[src/rtl/bfs_dispatch_sched_pkg.sv]
// Shared types, constants and start-node helpers for the BFS dispatch scheduler.
package bfs_dispatch_sched_pkg;

    localparam int         GRID_DIM   = 8;
    localparam int         NUM_CELLS  = GRID_DIM * GRID_DIM;
    localparam logic [1:0] CELL_EMPTY = 2'b00;
    localparam logic [63:0] COST_INIT = {64{1'b1}};

    typedef enum logic [1:0] {
        ST_IDLE  = 2'd0,
        ST_SCAN  = 2'd1,
        ST_DRAIN = 2'd2,
        ST_DONE  = 2'd3
    } sched_state_t;

    // Row-major cell index {x,y} to the engines' {5'b0,x,5'b0,y} node format.
    function automatic logic [15:0] pack_node(input logic [5:0] idx);
        return {5'b00000, idx[5:3], 5'b00000, idx[2:0]};
    endfunction

    // Returns {well_formed, x, y}; well_formed is low when padding bits are set.
    function automatic logic [6:0] unpack_node(input logic [15:0] node);
        return {((node[15:11] == 5'd0) && (node[7:3] == 5'd0)), node[10:8], node[2:0]};
    endfunction

endpackage

[src/rtl/sched_min_reduce.sv]
// Combinational best-of-N select over engine completions: lowest cost, then lowest tag.
module sched_min_reduce #(
    parameter int NUM_ENG = 2,
    parameter int COST_W  = 16
) (
    input  logic [NUM_ENG-1:0]        i_vld,
    input  logic [NUM_ENG-1:0]        i_qual,
    input  logic [NUM_ENG*COST_W-1:0] i_cost,
    input  logic [NUM_ENG*6-1:0]      i_tag,
    output logic                      o_vld,
    output logic [COST_W-1:0]         o_cost,
    output logic [5:0]                o_tag
);
    logic              w_vld;
    logic [COST_W-1:0] w_cost;
    logic [COST_W-1:0] w_c;
    logic [5:0]        w_tag;
    logic [5:0]        w_t;

    // Linear scan keeps the tie-break independent of which engine finished.
    always_comb begin
        w_vld  = 1'b0;
        w_cost = {COST_W{1'b1}};
        w_tag  = 6'd0;
        w_c    = {COST_W{1'b1}};
        w_t    = 6'd0;
        for (int i = 0; i < NUM_ENG; i++) begin
            w_c = i_cost[i*COST_W +: COST_W];
            w_t = i_tag[i*6 +: 6];
            if (i_vld[i] && i_qual[i] &&
                (!w_vld || (w_c < w_cost) || ((w_c == w_cost) && (w_t < w_tag)))) begin
                w_vld  = 1'b1;
                w_cost = w_c;
                w_tag  = w_t;
            end else begin
            end
        end
    end

    assign o_vld  = w_vld;
    assign o_cost = w_cost;
    assign o_tag  = w_tag;

endmodule

[src/rtl/bfs_dispatch_sched.sv]
// Sweeps the 8x8 grid, issues every empty cell to a pool of BFS engines and
// reduces their completions to a deterministic minimum-cost placement.
module bfs_dispatch_sched
    import bfs_dispatch_sched_pkg::*;
#(
    parameter int NUM_ENG = 2,
    parameter int COST_W  = 16,
    parameter int REG_W   = 7
) (
    input  logic                      CLK,
    input  logic                      RST_n,
    input  logic                      start,
    input  logic [REG_W-1:0]          reg_num,
    output logic [5:0]                cell_rd_idx,
    input  logic [1:0]                cell_rd_val,
    output logic [15:0]               start_node,
    output logic [NUM_ENG-1:0]        eng_load,
    input  logic [NUM_ENG-1:0]        eng_cost_vld,
    input  logic [NUM_ENG*COST_W-1:0] eng_cost,
    input  logic [NUM_ENG*REG_W-1:0]  eng_reg,
    output logic [2:0]                x_min,
    output logic [2:0]                y_min,
    output logic [COST_W-1:0]         cost_mini,
    output logic                      found,
    output logic                      busy,
    output logic                      output_vld
);
    localparam logic [5:0] LAST_CELL = 6'(NUM_CELLS - 1);

    sched_state_t         r_state;
    sched_state_t         w_state_nxt;
    logic [5:0]           r_ptr;
    logic [5:0]           w_ptr_nxt;
    logic [NUM_ENG-1:0]   r_busy;
    logic [NUM_ENG*6-1:0] r_tag;
    logic [NUM_ENG-1:0]   w_cmp;
    logic [NUM_ENG-1:0]   w_qual;
    logic [NUM_ENG-1:0]   w_free_oh;
    logic [NUM_ENG-1:0]   w_load;
    logic [NUM_ENG-1:0]   w_busy_left;
    logic                 w_adv;
    logic [COST_W-1:0]    r_cost_min;
    logic [2:0]           r_x_min;
    logic [2:0]           r_y_min;
    logic                 r_found;
    logic                 w_best_vld;
    logic [COST_W-1:0]    w_best_cost;
    logic [5:0]           w_best_tag;
    logic                 w_upd;

    // Only engines we believe are busy may complete; stale pulses fall out here.
    assign w_cmp       = eng_cost_vld & r_busy;
    assign w_busy_left = r_busy & ~w_cmp;
    // Lowest clear bit of the registered busy mask: a freed engine waits one cycle.
    assign w_free_oh   = ~r_busy & (r_busy + NUM_ENG'(1'b1));

    // Per-engine region-count qualification.
    always_comb begin
        w_qual = {NUM_ENG{1'b0}};
        for (int i = 0; i < NUM_ENG; i++) begin
            w_qual[i] = (eng_reg[i*REG_W +: REG_W] == reg_num);
        end
    end

    sched_min_reduce #(
        .NUM_ENG (NUM_ENG),
        .COST_W  (COST_W)
    ) u_min_reduce (
        .i_vld  (w_cmp),
        .i_qual (w_qual),
        .i_cost (eng_cost),
        .i_tag  (r_tag),
        .o_vld  (w_best_vld),
        .o_cost (w_best_cost),
        .o_tag  (w_best_tag)
    );

    assign w_upd = w_best_vld &&
                   (!r_found || (w_best_cost < r_cost_min) ||
                    ((w_best_cost == r_cost_min) && (w_best_tag < {r_x_min, r_y_min})));

    // Next-state, scan pointer and issue decision.
    always_comb begin
        w_state_nxt = r_state;
        w_ptr_nxt   = r_ptr;
        w_load      = {NUM_ENG{1'b0}};
        w_adv       = 1'b0;
        case (r_state)
            ST_IDLE: begin
                if (start) begin
                    w_state_nxt = ST_SCAN;
                    w_ptr_nxt   = 6'd0;
                end else begin
                    w_state_nxt = ST_IDLE;
                end
            end
            ST_SCAN: begin
                if (cell_rd_val != CELL_EMPTY) begin
                    w_adv = 1'b1;
                end else if (|w_free_oh) begin
                    w_adv  = 1'b1;
                    w_load = w_free_oh;
                end else begin
                    w_adv = 1'b0;
                end
                if (w_adv) begin
                    if (r_ptr == LAST_CELL) begin
                        w_state_nxt = ST_DRAIN;
                    end else begin
                        w_ptr_nxt = r_ptr + 6'd1;
                    end
                end else begin
                    w_ptr_nxt = r_ptr;
                end
            end
            ST_DRAIN: begin
                if (w_busy_left == {NUM_ENG{1'b0}}) begin
                    w_state_nxt = ST_DONE;
                end else begin
                    w_state_nxt = ST_DRAIN;
                end
            end
            ST_DONE: begin
                w_state_nxt = ST_IDLE;
            end
            default: begin
                w_state_nxt = ST_IDLE;
            end
        endcase
    end

    // FSM, scan pointer, engine busy mask and per-engine cell tags.
    always_ff @(posedge CLK) begin
        if (!RST_n) begin
            r_state <= ST_IDLE;
            r_ptr   <= 6'd0;
            r_busy  <= {NUM_ENG{1'b0}};
            r_tag   <= {(NUM_ENG*6){1'b0}};
        end else begin
            r_state <= w_state_nxt;
            r_ptr   <= w_ptr_nxt;
            r_busy  <= w_busy_left | w_load;
            for (int i = 0; i < NUM_ENG; i++) begin
                if (w_load[i]) begin
                    r_tag[i*6 +: 6] <= r_ptr;
                end
            end
        end
    end

    // Stored best result; cleared when a sweep starts.
    always_ff @(posedge CLK) begin
        if (!RST_n) begin
            r_cost_min <= COST_W'(COST_INIT);
            r_x_min    <= 3'd0;
            r_y_min    <= 3'd0;
            r_found    <= 1'b0;
        end else if ((r_state == ST_IDLE) && start) begin
            r_cost_min <= COST_W'(COST_INIT);
            r_x_min    <= 3'd0;
            r_y_min    <= 3'd0;
            r_found    <= 1'b0;
        end else if (w_upd) begin
            r_cost_min <= w_best_cost;
            r_x_min    <= w_best_tag[5:3];
            r_y_min    <= w_best_tag[2:0];
            r_found    <= 1'b1;
        end else begin
            r_cost_min <= r_cost_min;
            r_x_min    <= r_x_min;
            r_y_min    <= r_y_min;
            r_found    <= r_found;
        end
    end

    assign cell_rd_idx = r_ptr;
    assign start_node  = pack_node(r_ptr);
    assign eng_load    = w_load;
    assign x_min       = r_x_min;
    assign y_min       = r_y_min;
    assign cost_mini   = r_cost_min;
    assign found       = r_found;
    assign busy        = (r_state != ST_IDLE);
    assign output_vld  = (r_state == ST_DONE);

endmodule

[config.mk]
export PLATFORM = sky130hd
export DESIGN_NAME = bfs_dispatch_sched
export DESIGN_NICKNAME = d
export VERILOG_FILES = /design/src/rtl/bfs_dispatch_sched_pkg.sv /design/src/rtl/sched_min_reduce.sv /design/src/rtl/bfs_dispatch_sched.sv
export SDC_FILE = /design/constraint.sdc
export NUM_CORES = 1
export LEC_CHECK = 0
export CAP_MARGIN = 20
export CORE_MARGIN = 2
export CORE_UTILIZATION = 48
export DETAILED_ROUTE_END_ITERATION = 10
export PLACE_DENSITY_LB_ADDON = 0.1
export SLEW_MARGIN = 5
export SYNTH_ARGS = -nofsm -noshare
export SYNTH_HDL_FRONTEND = slang
export SYNTH_HIERARCHICAL = 1
export SYNTH_SLANG_ARGS = --single-unit
[constraint.sdc]
create_clock -name CLK -period 6 [get_ports CLK]
set_clock_uncertainty 0.15 [all_clocks]
set_input_delay 0.6 -clock CLK [delete_from_list [all_inputs] [get_ports CLK]]
set_output_delay 0.6 -clock CLK [all_outputs]
set_load 0.01 [all_outputs]
==> run_results.csv <==
group,metric,value,unit
global_routing,grt_pass1_wl,15300,µm
global_routing,grt.total_usage,22.40,%
timing,slew_headroom,50.52,%
hold_path,worstHoldPathCells,2,
yosys,yosys-top-cells-area,"dfxtp_1 (25%), ha_1 (16%), nand3_1 (6.2%)",
yosys,yosysMostFrequentCell,"ha_1",
drt,drt_iter0_markers,213,
power,ir_drop,140.7,µV
timing,fmax,174.1,MHz
timing,rsz0062_at_grt,"false",
drt,drtAntennaViolNets,0,
yosys,synth_seq_cells,45,
drt,drc,0,
floorplanning,initial_core_util,49.91,%
placed_design,gp_congestion,0.8694,
floorplanning,core,7292,µm²
final_layout,utilization,64.77,%
global_routing,grt_antenna_before_repair,0,
power,pwr-share-clk,27.9,%
yosys,synth_cell_types,55,
worst_setup_path,rr_worst_depth,19,
yosys,synthArstFlopShare,0,%
yosys,yosysWarnings,6,
clock_tree,clockBufferDepth,2,
run_status,status,"complete, no violations",
floorplanning,fp.dieW,91.08,µm
yosys,synthTopCellsByCount,"ha_1 (47), dfxtp_1 (45), nand3_1 (45)",
worst_setup_path,cp_slowest_stage_delay,0.68,ns
timing,finalSetupViolCount,0,
worst_setup_path,crit_path_max_fanout,32,
clock_tree,holdBufCountCts,0,
yosys,syn_area_per_cell,8.198,µm²
power,internal_power,0.5186,mW
power,power_frac_seq,42.6,%
timing,period_minus_slack,5.744,ns
drt,drt_pass1_iterations,4,
yosys,synth_top_area_share,24.75,%
timing,hold_viol,0,
global_routing,overflow,0,
clock_tree,cts-root-buf,"clkbuf_8",
yosys,synth-edff-count,0,
placed_design,portBuffers,98,
timing,finalCritPeriodShare,95.73,%
floorplanning,die-area,8296,µm²
clock_tree,clk_latency,0.32,ns
worst_setup_path,start_kind,"input pin",
drt,viasPerCell,5.452,
floorplanning,rows,31,
clock_tree,cts-buffers-inserted,5,
final_layout,antennaDiodeCount,0,
power,cellPowerDensity,163.7,nW/µm²
yosys,synth_flop_cell,"dfxtp_1",
yosys,synth_top_area_cell,"dfxtp_1",
clock_tree,cts_tree,"yes",
power,p_leak,2.023,nW
drt,wire_per_inst,14.86,µm
clock_tree,h-tree-depth,2,
floorplanning,io_pins,109,
timing,drv_slew,0,
timing,worst_pin_slew,0.7359,ns
clock_tree,cts_setup_buffers,0,
power,power.switching,0.2547,mW
yosys,seq_area_frac_synth,24.75,%
hold_path,min_path_type,"flop to flop",
worst_setup_path,end_kind,"flop",
worst_setup_path,required,6.02,ns
global_routing,grt_pass1_vias,3283,
drt,wl,9348,µm
yosys,syn_area,3640,µm²
drt,routed-via-count,3429,
clock_tree,clock_sinks,45,
worst_setup_path,crit_type,"input pin to flop",
final_layout,area_growth,29.77,%
clock_tree,clkSlewWorstSetupHoldPaths,0.10,ns
flow_run,cap_viol_max_count,0,
final_layout,finalNetCount,636,
floorplanning,die_y,91.08,µm
global_routing,grt_max_degree,33,
worst_setup_path,worstPathCellList,"clkdlybuf4s50_1 > xnor2_1 > nand4_1 > nor4_2 > nand2_2 > buf_4 > nor2_1 > ha_1 > nor2b_1 > o211ai_1 > a21boi_1 > or4_4 > nand2_4 > mux2i_1 > ha_1 > a21o_1 > a211oi_1 > a21oi_1 > o21bai_1 > buf_4 > nand3_1 > nand3_1",
clock_tree,postCtsResizedCells,0,
yosys,syn_inst,444,
worst_setup_path,crit_slowest_cell,"or4_4",
timing,setup_tns,0,ns
placed_design,hpwl,7448,µm
final_layout,layout-drive-gt1-share,5.660,%
power,power_frac_comb,29.5,%
power,swShare,32.93,%
worst_setup_path,cp.arrival,5.76,ns
placed cells by master, fill, tap and decap left out, drive strengths merged, types with 3 or more instances in the layout:
| master | Yosys | routed |
|---|---|---|
| o21bai | 3 | 3 |
| nor2 | 26 | 26 |
| xor2 | 10 | 10 |
| inv | 32 | 35 |
| nand4 | 11 | 11 |
| and2 | 4 | 4 |
| xnor2 | 9 | 9 |
| a31oi | 15 | 15 |
| mux2i | 19 | 19 |
| buf | 25 | 7 |
| nand3 | 45 | 45 |
| nor4 | 5 | 5 |
| nand2 | 19 | 19 |
| clkdlybuf4s50 | 0 | 98 |
| o21a | 3 | 3 |
| dfxtp | 45 | 45 |
| a21boi | 11 | 11 |
| a21oi | 32 | 32 |
| ha | 47 | 47 |
| clkbuf | 11 | 5 |
| nor2b | 18 | 18 |
| o21ai | 23 | 23 |
| a21o | 5 | 5 |
| nand2b | 3 | 3 |
| a211oi | 3 | 3 |
| conb | 1 | 10 |
sequential cells by signal (all words and copies together) (netlist names):
register and cells:
x_min 3, found 1, r_tag 12, cell_rd_idx 6
r_state 2, y_min 3, cost_mini 16, r_busy 2
metal layers:
metal / track usage, % / share of wire (%) / vias up
li1: - / - / 1726
met4: 6.313 / 1.3 / 0
met3: 3.154 / 5.7 / 12
met2: 40.19 / 50 / 118
met5: 0 / 0 / -
met1: 27.83 / 43 / 1573
through the flow:
step                instances  worst slack, ns  power (mW)  cell area (µm²)  hold WS [ns]
finish                    629           0.2562      0.7732             4723        0.3382
global route              629          0.02249      0.8186             4723        0.3613
CTS                       629           0.1046      0.7833             4715        0.3417
detailed placement        621          -0.2376      0.5632             4617        0.3254
global placement          619          -0.2677      0.5558             4591        0.3208
floorplan                 453           0.8667      0.4676             3674        0.3325
logic make-up after synthesis:
logic type / share of synthesized area (%)
simple gates: 21.42
fa+ha+maj: 16.16
flops: 24.75
compound gates: 17.88
xor+xnor: 4.572
buf+inv: 9.591
other cells: 0.1030
mux: 5.534
final cells by class:
cell class,count,area (µm²)
sequential,45,900.9
clock inverter,3,28.78
multi-input combinational,340,2436
fill,682,2569
tap,99,123.9
clock buffer,5,68.82
inverter,32,120.1
timing repair buffer,105,1045
final timing paths:
check | start | slack (ns) | end
worst max-delay path | reg_num[0] | 0.26 | cost_mini[9]
worst min-delay path | x_min[2] | 0.34 | x_min[2]
worst max register to register | r_busy[0] | 1.00 | cost_mini[9]
worst min register to register | x_min[2] | 0.34 | x_min[2]
power groups by stage:
stage | Combinational (mW) | Sequential, mW | Clock, mW
5_1_grt | 0.252 | 0.331 | 0.235
4_1_cts | 0.229 | 0.329 | 0.225
2_1_floorplan | 0.134 | 0.334 | 0
6_report | 0.228 | 0.329 | 0.216
3_3_place_gp | 0.220 | 0.336 | 0
3_5_place_dp | 0.227 | 0.336 | 0
worst max-delay path: cells and delay by family:
family / cells / cell delay, ns
and+or+nand+nor: 9 / 1.99
AOI/OAI and AO/OA: 6 / 1.22
buffers and inverters: 3 / 0.98
adders and majority gates: 2 / 0.56
muxes: 1 / 0.27
xor gates and xnor gates: 1 / 0.13
(Power assumes the default switching activity.)
